**config.mk**
```make
export PLATFORM = sky130hd
export DESIGN_NAME = if_stage_flat
export DESIGN_NICKNAME = d
export VERILOG_FILES = /design/src/rtl/if_stage_if.sv /design/src/rtl/if_stage.sv /design/src/flat_wrapper.sv
export SDC_FILE = /design/constraint.sdc
export NUM_CORES = 1
export LEC_CHECK = 0
export ABC_AREA = 1
export ABC_CLOCK_PERIOD_IN_PS = 1400
export BUFFER_PORTS_ARGS = -buffer_cell sky130_fd_sc_hd__buf_2
export CORE_ASPECT_RATIO = 1.25
export CORE_UTILIZATION = 47
export CTS_CLUSTER_DIAMETER = 50
export DETAILED_ROUTE_END_ITERATION = 7
export HOLD_SLACK_MARGIN = 0.12
export PLACE_DENSITY_LB_ADDON = 0.2
export SLEW_MARGIN = 5
export SYNTH_ARGS = -nofsm -noshare
export SYNTH_HDL_FRONTEND = slang
export SYNTH_SLANG_ARGS = --single-unit
```
**constraint.sdc**
```tcl
create_clock -name clk -period 1.4 [get_ports clk]
set_input_delay 0.28 -clock clk [delete_from_list [all_inputs] [get_ports clk]]
set_output_delay 0.28 -clock clk [all_outputs]
set_load 0.02 [all_outputs]
```
**src/rtl/if_stage_if.sv**
```systemverilog
// Instruction-memory request/response bus between the fetch stage and the I-side memory.
// One request per ice strobe; exactly one inst_rvalid answers each request.
interface if_stage_if;
    logic        ice;
    logic [31:0] iaddr;
    logic [31:0] inst_rdata;
    logic        inst_rvalid;

    modport master (
        output ice,
        output iaddr,
        input  inst_rdata,
        input  inst_rvalid
    );

    modport slave (
        input  ice,
        input  iaddr,
        output inst_rdata,
        output inst_rvalid
    );
endinterface

```
**src/rtl/if_stage.sv**
```systemverilog
// MIPS32 instruction-fetch stage and IF/ID pipeline register.
// Keeps a single instruction-memory request in flight, delivers fetched words into IF/ID,
// follows branch/jump decisions from decode (including the delay slot) and handles
// decode stalls and exception flushes.
module if_stage #(
    parameter logic [31:0] PC_RESET = 32'hBFC0_0000
) (
    input  logic        clk,
    input  logic        rst_n,
    input  logic        stall_id,
    input  logic        flush,
    input  logic [31:0] cp0_excaddr,
    input  logic [1:0]  jtsel,
    input  logic [31:0] jump_addr_1,
    input  logic [31:0] jump_addr_2,
    input  logic [31:0] jump_addr_3,
    input  logic        next_delay_i,
    if_stage_if.master  imem,
    output logic [31:0] id_pc_o,
    output logic [31:0] id_inst_o,
    output logic [31:0] id_pc_plus_4_o,
    output logic        id_in_delay_o
);

    // StDrop waits for, and throws away, the response to a request killed by a flush.
    typedef enum logic [2:0] {
        StIdle,
        StReq,
        StWait,
        StHold,
        StDrop
    } state_e;

    state_e      state_q, state_d;
    logic [31:0] pc_q, pc_d;
    logic        ice_q, ice_d;
    logic [31:0] skid_q, skid_d;
    logic        redir_v_q, redir_v_d;
    logic [31:0] redir_pc_q, redir_pc_d;
    logic        pend_delay_q, pend_delay_d;
    logic [31:0] id_pc_q, id_pc_d;
    logic [31:0] id_inst_q, id_inst_d;
    logic [31:0] id_pc4_q, id_pc4_d;
    logic        id_delay_q, id_delay_d;

    logic [31:0] pc_plus_4;
    logic        jump_v;
    logic [31:0] jump_target;
    logic        deliver;
    logic [31:0] deliver_word;
    logic [31:0] next_pc;

    assign pc_plus_4 = pc_q + 32'd4;
    assign jump_v    = (jtsel != 2'b00);

    // Redirect target chosen by decode for the instruction currently in ID.
    always_comb begin
        jump_target = pc_plus_4;
        unique case (jtsel)
            2'b00: jump_target = pc_plus_4;
            2'b01: jump_target = jump_addr_1;
            2'b10: jump_target = jump_addr_3;
            2'b11: jump_target = jump_addr_2;
        endcase
    end

    // A word moves into IF/ID either straight from memory or from the skid buffer.
    assign deliver = !flush && !stall_id &&
                     (((state_q == StWait) && imem.inst_rvalid) || (state_q == StHold));
    assign deliver_word = (state_q == StHold) ? skid_q : imem.inst_rdata;

    // A live decision beats a latched one; the latch only matters once the branch left ID.
    assign next_pc = jump_v    ? jump_target :
                     redir_v_q ? redir_pc_q  :
                                 pc_plus_4;

    // Next-state for the fetch FSM, PC, decision latch and IF/ID register.
    always_comb begin
        state_d      = state_q;
        pc_d         = pc_q;
        skid_d       = skid_q;
        redir_v_d    = redir_v_q;
        redir_pc_d   = redir_pc_q;
        pend_delay_d = pend_delay_q;
        id_pc_d      = id_pc_q;
        id_inst_d    = id_inst_q;
        id_pc4_d     = id_pc4_q;
        id_delay_d   = id_delay_q;

        unique case (state_q)
            StIdle: state_d = StReq;
            StReq:  state_d = StWait;
            StWait: begin
                if (imem.inst_rvalid) begin
                    if (stall_id) begin
                        skid_d  = imem.inst_rdata;
                        state_d = StHold;
                    end else begin
                        state_d = StReq;
                    end
                end
            end
            StHold: begin
                if (!stall_id) begin
                    state_d = StReq;
                end
            end
            StDrop: begin
                if (imem.inst_rvalid) begin
                    state_d = StReq;
                end
            end
            default: state_d = StIdle;
        endcase

        if (deliver) begin
            id_pc_d      = pc_q;
            id_inst_d    = deliver_word;
            id_pc4_d     = pc_plus_4;
            id_delay_d   = next_delay_i | pend_delay_q;
            pc_d         = next_pc;
            redir_v_d    = 1'b0;
            pend_delay_d = 1'b0;
            skid_d       = '0;
        end else if (!stall_id) begin
            // ID is taking a bubble: remember any decision so the delay slot still honours it.
            id_pc_d    = '0;
            id_inst_d  = '0;
            id_pc4_d   = '0;
            id_delay_d = 1'b0;
            if (jump_v) begin
                redir_v_d  = 1'b1;
                redir_pc_d = jump_target;
            end
            if (next_delay_i) begin
                pend_delay_d = 1'b1;
            end
        end

        if (flush) begin
            pc_d         = cp0_excaddr;
            id_pc_d      = '0;
            id_inst_d    = '0;
            id_pc4_d     = '0;
            id_delay_d   = 1'b0;
            redir_v_d    = 1'b0;
            pend_delay_d = 1'b0;
            skid_d       = '0;
            // A request still in flight must have its response swallowed before refetching.
            unique case (state_q)
                StReq:   state_d = StDrop;
                StWait:  state_d = imem.inst_rvalid ? StReq : StDrop;
                StDrop:  state_d = imem.inst_rvalid ? StReq : StDrop;
                default: state_d = StReq;
            endcase
        end

        ice_d = (state_d == StReq);
    end

    // All stage state, with ice registered so the strobe has no input-to-output path.
    always_ff @(posedge clk or negedge rst_n) begin
        if (!rst_n) begin
            state_q      <= StIdle;
            pc_q         <= PC_RESET;
            ice_q        <= 1'b0;
            skid_q       <= '0;
            redir_v_q    <= 1'b0;
            redir_pc_q   <= '0;
            pend_delay_q <= 1'b0;
            id_pc_q      <= '0;
            id_inst_q    <= '0;
            id_pc4_q     <= '0;
            id_delay_q   <= 1'b0;
        end else begin
            state_q      <= state_d;
            pc_q         <= pc_d;
            ice_q        <= ice_d;
            skid_q       <= skid_d;
            redir_v_q    <= redir_v_d;
            redir_pc_q   <= redir_pc_d;
            pend_delay_q <= pend_delay_d;
            id_pc_q      <= id_pc_d;
            id_inst_q    <= id_inst_d;
            id_pc4_q     <= id_pc4_d;
            id_delay_q   <= id_delay_d;
        end
    end

    assign imem.ice       = ice_q;
    assign imem.iaddr     = pc_q;
    assign id_pc_o        = id_pc_q;
    assign id_inst_o      = id_inst_q;
    assign id_pc_plus_4_o = id_pc4_q;
    assign id_in_delay_o  = id_delay_q;

endmodule

```
**src/flat_wrapper.sv**
```systemverilog
// flat-port wrapper written by rule: the top's interface ports become plain ports
module if_stage_flat 
#(
    parameter logic [31:0] PC_RESET = 32'hBFC0_0000
)
  (clk, rst_n, stall_id, flush, cp0_excaddr, jtsel, jump_addr_1, jump_addr_2, jump_addr_3, next_delay_i, id_pc_o, id_inst_o, id_pc_plus_4_o, id_in_delay_o, imem_ice, imem_iaddr, imem_inst_rdata, imem_inst_rvalid);
  if_stage_if imem_i ();
  input  logic clk;
  input  logic rst_n;
  input  logic stall_id;
  input  logic flush;
  input  logic [31:0] cp0_excaddr;
  input  logic [1:0] jtsel;
  input  logic [31:0] jump_addr_1;
  input  logic [31:0] jump_addr_2;
  input  logic [31:0] jump_addr_3;
  input  logic next_delay_i;
  output logic [31:0] id_pc_o;
  output logic [31:0] id_inst_o;
  output logic [31:0] id_pc_plus_4_o;
  output logic id_in_delay_o;
  output wire logic [$bits(imem_i.ice)-1:0] imem_ice;
  output wire logic [$bits(imem_i.iaddr)-1:0] imem_iaddr;
  input wire logic [$bits(imem_i.inst_rdata)-1:0] imem_inst_rdata;
  input wire logic [$bits(imem_i.inst_rvalid)-1:0] imem_inst_rvalid;
  assign imem_ice = imem_i.ice;
  assign imem_iaddr = imem_i.iaddr;
  assign imem_i.inst_rdata = imem_inst_rdata;
  assign imem_i.inst_rvalid = imem_inst_rvalid;
  if_stage #(.PC_RESET(PC_RESET)) u_core (.clk(clk), .rst_n(rst_n), .stall_id(stall_id), .flush(flush), .cp0_excaddr(cp0_excaddr), .jtsel(jtsel), .jump_addr_1(jump_addr_1), .jump_addr_2(jump_addr_2), .jump_addr_3(jump_addr_3), .next_delay_i(next_delay_i), .imem(imem_i), .id_pc_o(id_pc_o), .id_inst_o(id_inst_o), .id_pc_plus_4_o(id_pc_plus_4_o), .id_in_delay_o(id_in_delay_o));
endmodule
```
==> qor.yml <==
comb_power_share: 0.413
crit_path_max_incr_delay_ps: 470
place_congestion: 0.944
avgSynthCellArea_um2: 7.41
min_to: "u_core.imem.iaddr[0]$_DFFE_PN0P_"
crit_type: "reg2reg"
setup.worst_path.end_class: "register"
timing.hold.ws_ps: 120
fp-row-count: 59
synth-edff-count: 0
syn_area_mm2: 0.0101
intPower_mw: 12.4
layout_common_cells: "nand2_1 (345), buf_2 (266), dfrtp_1 (173)"
drc_errors: 0
crit_chain: "nand2_1, nor2_2, buf_4, nand2_1, nor2_2, nand2_1, nand2_2, nand3_2, nand2_1, nand2_1, nand2_1, nand2_1"
grt_pass1_wl_um: 61500
drt-met1-wl_um: 16000
reg2reg_setup_slack_ps: -400
clk_latency_ps: 450
diodes: 0
synth_fp_nets: 1530
via_per_inst: 5.84
grt_pass1_vias: 11700
p_total_mw: 20.3
start_kind: "register"
post-route-min-period_ps: 1800
clkSinkCount: 197
rr_startpoint: "u_core.imem.iaddr[16]$_DFFE_PN0N_"
ant_nets: 0
reg2reg_to: "u_core.imem.iaddr[29]$_DFFE_PN1N_"
rsz0062_at_grt: "yes"
fin_crit_sh: 1.29
worst_slack_ps: -405
synth_warnings: 0
seq_area_frac_synth: 0.490
core_mm2: 0.0210
portBuffers: 297
nets: 2049
hold_violations: 0
synth_cells: 1361
p_sw_mw: 7.89
required_ps: 1790
wl_um: 46000
layout-drive-gt1-share: 0.497
wl_per_cell_um: 21.2
skew_ps: 16.8
cts_buffer_depth: 2
finalSetupViolCount: 206
slew_viol_final: 0
grt_max_degree: 47
failed_checks: "setup timing"
overflow: 0
antenna_found_initial: 0
die_h_um: 166
outcome: "finished with violations"
tritoncts: "built"
cts-root-buf: "clkbuf_16"
hp-class: "in2reg"
hold_depth: 3
postSynth.asyncResetShare: 1.00
grt_use_total: 0.360
slew_headroom: 0.759
die_area_mm2: 0.0221
htreeDepth: 4
swShare: 0.388
critical-path-top-delay-family: "simple AND/OR/NAND/NOR gates"
arrival_ps: 2190
cp_common_cell: "nand2_1"
slowest_stage: "dfrtp_1"
numCtsBuffers: 17
maxCapViolCount: 0
vias: 12700
synthToLayoutAreaGrowth_pct: 71.6
p_per_area_mw_per_mm2: 1170
top_layer: "met4"
io_pins: 298
start_util: 0.481
sequentialPowerShare: 0.343
r2r_cells: 12
clkPwrFrac: 0.244
drt_first_pass_iters: 5
synth_ff_type: "dfrtp_1"
crit_buf_inv: 1
met2_length_um: 22700
drt-initial-drc-count: 1116
mostFrequentLayoutCell: "nand2_1"
dp_hpwl_um: 24600
wl_met3_um: 4120
clk_pin_slew_worst_paths_ps: 80
hp-start: "cp0_excaddr[0]"
worst_pin_slew_ps: 358
leakage_nw: 8.95
ys_types: 38
ys_ff_latch: 197
path_max_fanout: 3
clock.fmax_mhz: 554
die-width_um: 133
vdd_drop_max_mv: 0.930
how the worst max path moves through the flow:
stage / from / endpoint / slack, ps / cells after the start
2_1_floorplan: u_core.imem.iaddr[3]$_DFFE_PN0N_ / u_core.id_pc_plus_4_o[22]$_DFFE_PN0P_ / -90 / 9
3_3_place_gp: u_core.imem.iaddr[4]$_DFFE_PN0N_ / u_core.imem.iaddr[9]$_DFFE_PN0N_ / -240 / 7
3_5_place_dp: u_core.imem.iaddr[3]$_DFFE_PN0N_ / u_core.imem.iaddr[30]$_DFFE_PN0N_ / -270 / 12
4_1_cts: u_core.imem.iaddr[2]$_DFFE_PN0N_ / u_core.imem.iaddr[20]$_DFFE_PN0N_ / -220 / 12
5_1_grt: u_core.imem.iaddr[16]$_DFFE_PN0N_ / u_core.imem.iaddr[27]$_DFFE_PN1N_ / -470 / 10
6_report: u_core.imem.iaddr[16]$_DFFE_PN0N_ / u_core.imem.iaddr[29]$_DFFE_PN1N_ / -400 / 12
logic make-up (layout without fill, tap and decap cells):
kind of cell | count (synthesis) | after routing | share of synthesized area
AND/OR/NAND/NOR | 672 | 672 | 0.267
flip-flops | 197 | 197 | 0.490
AO/OA/AOI/OAI | 292 | 292 | 0.157
multiplexers | 1 | 1 | 0.00112
buffers and inverters | 192 | 724 | 0.0785
adder cells (fa/ha/maj) | 1 | 1 | 0.00124
XOR/XNOR | 6 | 6 | 0.00521
power groups by stage:
stage | sequential (mW) | combinational [mW] | clock [mW]
floorplan | 7.40 | 2.14 | 0
global placement | 6.88 | 5.03 | 0
detailed placement | 6.90 | 5.10 | 0
CTS | 6.86 | 6.90 | 4.89
global route | 7.01 | 8.76 | 5.19
finish | 6.97 | 8.38 | 4.96
timing repair:
action	4_1_cts	5_1_grt
endpoints found under the hold margin	186	0
hold buffers	32	0
pin swaps	43	92
cloned	19	7
endpoints found under the setup margin	151	225
gates resized for setup	396	354
buffers inserted	53	45
registers in the layout (all words and copies together), names as in the netlist:
name / count
u_core.id_in_delay_o: 1
u_core.id_inst_o: 32
u_core.id_pc_o: 30
u_core.id_pc_plus_4_o: 32
u_core.imem.iaddr: 32
u_core.imem.ice: 1
u_core.pend_delay_q: 1
u_core.redir_pc_q: 32
u_core.redir_v_q: 1
u_core.skid_q: 32
u_core.state_q: 3
per-stage QoR:
stage	std cells	instance area [um2]	worst slack, ps	TNS (ps)	util
2_1_floorplan	1361	10200	-88.8	-2440	-
3_3_place_gp	2005	13100	-238	-10050	0.625
3_5_place_dp	2005	13100	-272	-13590	0.625
4_1_cts	2137	16000	-225	-19380	0.764
5_1_grt	2167	17300	-468	-40880	0.825
6_report	2167	17300	-405	-31240	0.825
worst reg2reg max path: stages, from the launching register on:
cell and delay (ps):
dfrtp_1 470, nand2_1 170, nor2_2 190, buf_4 140
nand2_1 80, nor2_2 200, nand2_1 90, nand2_2 100
nand3_2 80, nand2_1 60, nand2_1 60, nand2_1 60
nand2_1 50
routing by layer:
metal | up-vias | global-route usage
met2 | 907 | 0.613
met1 | 6033 | 0.444
met5 | - | 0
met4 | 0 | 0.185
li1 | 5433 | -
met3 | 284 | 0.0501
layout make-up:
type | count | area, um2
Clock buffer | 18 | 429
Clock inverter | 14 | 140
Fill cell | 1184 | 3660
Inverter | 118 | 489
Multi-Input combinational cell | 972 | 5930
Sequential cell | 197 | 4960
Tap cell | 274 | 343
Timing Repair Buffer | 573 | 5000
Timing Repair inverter | 1 | 11.3
cells in the mapped netlist (all sizes together), types with 3 or more instances:
cell / count / share of area
a21o: 14 / 0.010
a21oi: 57 / 0.029
a22o: 11 / 0.0096
buf: 30 / 0.018
clkbuf: 44 / 0.016
dfrtp: 188 / 0.47
dfstp: 9 / 0.023
inv: 117 / 0.044
nand2: 435 / 0.16
nand3: 99 / 0.049
nand4: 4 / 0.0025
nor2: 129 / 0.050
nor3: 3 / 0.0015
o211ai: 3 / 0.0022
o21ai: 198 / 0.098
xor2: 6 / 0.0052
Power figures use the tool's default switching activity.
